===== config.mk =====
export PLATFORM = sky130hd
export DESIGN_NAME = delay_and_sum_flat
export DESIGN_NICKNAME = d
export VERILOG_FILES = /design/src/rtl/delay_and_sum_if.sv /design/src/rtl/delay_and_sum.sv /design/src/flat_wrapper.sv
export SDC_FILE = /design/constraint.sdc
export NUM_CORES = 1
export LEC_CHECK = 0
export ABC_AREA = 1
export CAP_MARGIN = 20
export CORE_MARGIN = 5
export CORE_UTILIZATION = 30
export CTS_CLUSTER_SIZE = 40
export DETAILED_ROUTE_END_ITERATION = 8
export HOLD_SLACK_MARGIN = 0.08
export SKIP_LAST_GASP = 1
export SLEW_MARGIN = 20
export SYNTH_ARGS = -nofsm -noshare
export SYNTH_HDL_FRONTEND = slang
export SYNTH_SLANG_ARGS = --single-unit

===== constraint.sdc =====
create_clock -name clk -period 4.15 [get_ports clk]
set_input_delay 0.6225 -clock clk [delete_from_list [all_inputs] [get_ports clk]]
set_output_delay 0.6225 -clock clk [all_outputs]
set_load 0.05 [all_outputs]

===== src/rtl/delay_and_sum_if.sv =====
// Sample-stream bundle for the two-channel delay-and-sum beamformer.
// The master drives samples and steering controls; the slave returns beams.
interface delay_and_sum_if #(
  parameter int DATA_WIDTH = 8,
  parameter int DEPTH      = 16
);
  localparam int AW = $clog2(DEPTH);

  logic                         in_valid;
  logic signed [DATA_WIDTH-1:0] in_left;
  logic signed [DATA_WIDTH-1:0] in_right;
  logic [AW-1:0]                delay_left;
  logic [AW-1:0]                delay_right;
  logic                         delay_load;
  logic                         avg_mode;
  logic                         out_valid;
  logic signed [DATA_WIDTH-1:0] out_data;
  logic                         out_sat;

  modport master (
    output in_valid, in_left, in_right,
    output delay_left, delay_right, delay_load,
    output avg_mode,
    input  out_valid, out_data, out_sat
  );

  modport slave (
    input  in_valid, in_left, in_right,
    input  delay_left, delay_right, delay_load,
    input  avg_mode,
    output out_valid, out_data, out_sat
  );
endinterface


===== src/rtl/delay_and_sum.sv =====
// Two-channel delay-and-sum beamformer: circular histories, steerable
// per-channel delay, saturating sum or average, FILL/RUN output gating.
module delay_and_sum #(
  parameter int DATA_WIDTH = 8,
  parameter int DEPTH      = 16
) (
  input logic            clk,
  input logic            reset,
  delay_and_sum_if.slave bus
);
  localparam int AW = $clog2(DEPTH);
  localparam int CW = AW + 1;
  localparam int DW = DATA_WIDTH;
  localparam logic [DW-1:0] SMAX = {1'b0, {(DW-1){1'b1}}};
  localparam logic [DW-1:0] SMIN = {1'b1, {(DW-1){1'b0}}};

  typedef enum logic {FILL, RUN} state_t;

  state_t state, state_d;

  logic signed [DW-1:0] mem_l [DEPTH];
  logic signed [DW-1:0] mem_r [DEPTH];

  logic [AW-1:0] wptr, dl, dr, dmax;
  logic [AW-1:0] s1_addr, s1_dl, s1_dr;
  logic [AW-1:0] ridx_l, ridx_r;
  logic [CW-1:0] fcnt, fcnt_d;
  logic          tick, emit;

  logic signed [DW-1:0] rd_l, rd_r;
  logic signed [DW:0]   sum;
  logic [DW-1:0]        res;
  logic                 sat;

  assign dmax = (dl > dr) ? dl : dr;

  always_comb begin
    fcnt_d  = fcnt;
    state_d = state;
    emit    = 1'b0;
    if (bus.in_valid && fcnt != CW'(DEPTH))
      fcnt_d = fcnt + 1'b1;
    unique case (state)
      FILL: begin
        // Count includes the current write: gate until the read is covered
        if (bus.in_valid && fcnt_d > {1'b0, dmax}) begin
          state_d = RUN;
          emit    = 1'b1;
        end
      end
      RUN: emit = bus.in_valid;
    endcase
  end

  always_ff @(posedge clk) begin
    if (reset) state <= FILL;
    else       state <= state_d;
  end

  always_ff @(posedge clk) begin
    if (reset) begin
      wptr    <= '0;
      fcnt    <= '0;
      dl      <= '0;
      dr      <= '0;
      tick    <= 1'b0;
      s1_addr <= '0;
      s1_dl   <= '0;
      s1_dr   <= '0;
    end else begin
      fcnt <= fcnt_d;
      tick <= emit;
      if (bus.in_valid) begin
        wptr    <= wptr + 1'b1;
        s1_addr <= wptr;
        s1_dl   <= dl;
        s1_dr   <= dr;
      end
      if (bus.delay_load) begin
        dl <= bus.delay_left;
        dr <= bus.delay_right;
      end
    end
  end

  always_ff @(posedge clk) begin
    if (!reset && bus.in_valid) begin
      mem_l[wptr] <= bus.in_left;
      mem_r[wptr] <= bus.in_right;
    end
  end

  assign ridx_l = s1_addr - s1_dl;
  assign ridx_r = s1_addr - s1_dr;
  assign rd_l   = mem_l[ridx_l];
  assign rd_r   = mem_r[ridx_r];
  assign sum    = {rd_l[DW-1], rd_l} + {rd_r[DW-1], rd_r};

  always_comb begin
    res = sum[DW-1:0];
    sat = 1'b0;
    if (bus.avg_mode) begin
      res = sum[DW:1];
    end else if (sum[DW] != sum[DW-1]) begin
      sat = 1'b1;
      res = sum[DW] ? SMIN : SMAX;
    end
  end

  always_ff @(posedge clk) begin
    if (reset) begin
      bus.out_valid <= 1'b0;
      bus.out_data  <= '0;
      bus.out_sat   <= 1'b0;
    end else begin
      bus.out_valid <= tick;
      if (tick) begin
        bus.out_data <= res;
        bus.out_sat  <= sat;
      end
    end
  end
endmodule


===== src/flat_wrapper.sv =====
// flat-port wrapper written by rule: the top's interface ports become plain ports
module delay_and_sum_flat 
#(
  parameter int DATA_WIDTH = 8,
  parameter int DEPTH      = 16
)
  (clk, reset, bus_in_valid, bus_in_left, bus_in_right, bus_delay_left, bus_delay_right, bus_delay_load, bus_avg_mode, bus_out_valid, bus_out_data, bus_out_sat);
  delay_and_sum_if #(.DATA_WIDTH(DATA_WIDTH), .DEPTH(DEPTH)) bus_i ();
  input logic clk;
  input logic reset;
  input wire logic [$bits(bus_i.in_valid)-1:0] bus_in_valid;
  input wire logic [$bits(bus_i.in_left)-1:0] bus_in_left;
  input wire logic [$bits(bus_i.in_right)-1:0] bus_in_right;
  input wire logic [$bits(bus_i.delay_left)-1:0] bus_delay_left;
  input wire logic [$bits(bus_i.delay_right)-1:0] bus_delay_right;
  input wire logic [$bits(bus_i.delay_load)-1:0] bus_delay_load;
  input wire logic [$bits(bus_i.avg_mode)-1:0] bus_avg_mode;
  output wire logic [$bits(bus_i.out_valid)-1:0] bus_out_valid;
  output wire logic [$bits(bus_i.out_data)-1:0] bus_out_data;
  output wire logic [$bits(bus_i.out_sat)-1:0] bus_out_sat;
  assign bus_i.in_valid = bus_in_valid;
  assign bus_i.in_left = bus_in_left;
  assign bus_i.in_right = bus_in_right;
  assign bus_i.delay_left = bus_delay_left;
  assign bus_i.delay_right = bus_delay_right;
  assign bus_i.delay_load = bus_delay_load;
  assign bus_i.avg_mode = bus_avg_mode;
  assign bus_out_valid = bus_i.out_valid;
  assign bus_out_data = bus_i.out_data;
  assign bus_out_sat = bus_i.out_sat;
  delay_and_sum #(.DATA_WIDTH(DATA_WIDTH), .DEPTH(DEPTH)) u_core (.clk(clk), .reset(reset), .bus(bus_i));
endmodule

==> results.toml <==
[setup_path]
crit_slowest_cell = "fa_2"
crit_fanout = 46
path_class = "flop to flop"
critical-path-top-delay-family = "adder cells"
arrival_ns = 4.26
crit_path_frequent_cell = "nand2_1"
cp_cell_sequence = "inv_1, ha_2, inv_1, fa_2, buf_12, o21ai_0, o22ai_1, nand2_1, nand2_1, nor2_1, a31oi_1, ha_1, nand2_1, inv_1, a21oi_2, nand2_1, nand2_1, nand2_2, a21oi_4, nand2_1, nand2_1, a21oi_2"
start_kind = "flop"
critical-path-max-stage-delay_ns = 0.57
cp.required_ns = 4.55
cp_num_buf_inv = 4
cp-end-kind = "flop"

[timing]
period_minus_slack_ns = 3.859
fmax_mhz = 259.1
hold_viol = 0
worst_pin_slew_ns = 0.6731
finalCritPeriodShare = 0.9300
final.setup.worst_slack_ns = 0.2905
skew_ns = 0.01440
whs_ns = 0.4663
relSlewSlack = 0.5508
finalSetupViolCount = 0
rsz0062_at_grt = "false"
fin_setup_tns_ns = 0
drv_slew = 0

[die]
initial_utilization = 0.3039
num_rows = 75
coreArea_sq_um = 42040
die_height_microns = 216.4
dieWidth_microns = 216.4
dieArea_sq_um = 46820
io_pins = 39

[routing]
dr.pass1.iters = 5
vias_per_cell = 4.853
drc = 0
wire_per_inst_microns = 17.45
ant_nets = 0
routed_wl_microns = 30030
drtIter0Drc = 617
route.vias.total = 8352

[clocking]
hold_buffers = 0
clk-insertion-delay-late_ns = 0.52
cts_num_sinks = 297
cts_root_buf = "clkbuf_16"
cts_buffer_depth = 3
cts_tree = "done"
htree_levels = 2
cts_resized = 0
clk_pin_slew_worst_paths_ns = 0.06
post_cts_buffers = 0
cts_inserted_buffers = 34

[finish]
stdcell_count = 1721
drive_gt1_frac = 0.1244
antennaDiodeCount = 0
post-route-util = 0.3581
fillers = 4067
final_area_sq_um = 15050
areaGrowthSynthToFinish_pct = 17.82
final_nets = 1217

[power_and_ir_drop]
p_leak_nw = 5.328
power_density_nw_per_um2 = 545.1
power_mw = 8.207
vdd_ir_drop_max_uv = 302.9

[yosys]
netlist_instances = 1092
synth_nets = 1152
ys_types = 41
synth_area_sq_um = 12780
synth_warnings = 0
ys.flop_type = "edfxtp_1"
async_flop_share = 0
synth_edf_count = 256
synth_seq_cells = 297
ys_seq_area_frac = 0.6659
syn-mean-instance-area_sq_um = 11.70

[global_routing]
grt_pass1_vias = 8239
antenna_found_initial = 0
grt_overflow = 0
grt_pass1_wl_microns = 46920
grt_usage = 0.1263
grt_max_degree = 47

[job]
cap_violations = 0

[place]
post_dp_cell_area_sq_um = 13970
port_buffers = 38
hpwl_microns = 19170
dp.cells = 1660
gp_routability_congestion = 0.8721
post-place-ws_ns = 0.2943

[worst_hold_path]
hold_class = "flop to flop"

[status]
status = "finished clean"
## synth_stat cells (14+ instances only)
cell      number  area share
a21oi_1       64       0.025
a32o_1        21       0.016
a32oi_1       17       0.012
buf_2         17      0.0067
clkbuf_1      18      0.0053
dfxtp_1       41       0.064
edfxtp_1     256        0.60
ha_1          28       0.027
inv_1         55       0.016
mux2i_1       14       0.011
nand2_1      263       0.077
nand3_1       16      0.0063
nor2_1        98       0.029
o21ai_0       69       0.027
## path summary, 6_finish.rpt
| kind | endpoint | slack, ns | cells past startpoint | start |
|---|---|---|---|---|
| setup / recovery | u_core.bus.out_data[1] | 0.29 | 22 | u_core.s1_addr[0] |
| hold / removal | u_core.s1_addr[0] | 0.47 | 2 | u_core.s1_addr[0] |
| setup reg to reg | u_core.bus.out_data[1] | 0.29 | 22 | u_core.s1_addr[0] |
| hold reg to reg | u_core.s1_addr[0] | 0.47 | 2 | u_core.s1_addr[0] |
## cells in the final DEF (no fill, tap or decap), types with 5 or more instances in the layout
cell type,netlist,final
clkbuf_16,0,34
a32oi_1,17,17
o211ai_1,8,8
buf_4,11,40
o21ai_0,69,69
a32o_1,21,21
clkinv_2,0,7
clkbuf_1,18,7
a21oi_2,8,8
o32ai_1,8,8
xnor2_1,5,5
a21oi_1,64,64
mux2i_1,14,14
ha_1,28,26
clkinv_1,1,8
o22ai_1,12,12
edfxtp_1,256,256
inv_1,55,55
o21ai_1,11,11
dfxtp_1,41,41
nor2_2,0,16
nor2_1,98,82
clkdlybuf4s50_1,0,38
nand2_1,263,263
nand3_1,16,16
## final cells by class
| class | instances | area (sq um) | share of cell area |
|---|---|---|---|
| clock buffers | 41 | 877.1 | 0.05826 |
| inverters | 60 | 225.2 | 0.01496 |
| multi-input cells | 681 | 3824 | 0.2540 |
| well taps | 539 | 674.4 | 0.04480 |
| flip-flops and latches | 297 | 8508 | 0.5652 |
| repair buffers | 83 | 772.0 | 0.05128 |
| clock inverters | 20 | 173.9 | 0.01155 |
## tightest hold or removal path, stage by stage (launching register included)
cell and delay, ns:
dfxtp_1 0.31, nand2_1 0.06, a21oi_1 0.05
## power breakdown
group          switching, mW  internal [mW]
clock                   1.18           1.59
sequential            0.0323           3.29
combinational           1.37          0.738
total                   2.58           5.63
## sequential cells by signal, summed over array words and instances, names as in the netlist
| signal | flops |
|---|---|
| u_core.mem_l | 128 |
| u_core.mem_r | 128 |
| u_core.bus.out_data | 8 |
| u_core.fcnt | 5 |
| u_core.dl | 4 |
| u_core.dr | 4 |
| u_core.s1_addr | 4 |
| u_core.s1_dl | 4 |
| u_core.s1_dr | 4 |
| u_core.wptr | 4 |
| u_core.bus.out_sat | 1 |
| u_core.bus.out_valid | 1 |
| u_core.state | 1 |
| u_core.tick | 1 |
## metal layers
| layer | GRT usage | vias up | routed length, microns |
|---|---|---|---|
| met2 | 0.2128 | 213 | 14540 |
| met1 | 0.1696 | 4062 | 13370 |
| met4 | 0.03625 | 0 | 692 |
| met5 | 0 | - | 0 |
| li1 | - | 4025 | - |
| met3 | 0.02065 | 52 | 1422 |
## kinds of logic (layout without fill, tap and decap cells)
kind of cell | count (synthesis) | after routing | synth area share
and+or+nand+nor | 391 | 391 | 0.1196
DFF | 297 | 297 | 0.6659
AOI/OAI and AO/OA | 231 | 231 | 0.1172
buffers and inverters | 114 | 204 | 0.04073
adders and majority gates | 31 | 31 | 0.03212
muxes | 16 | 16 | 0.01273
xor gates and xnor gates | 12 | 12 | 0.01175
Note: power is estimated with default switching activity, not from simulation.
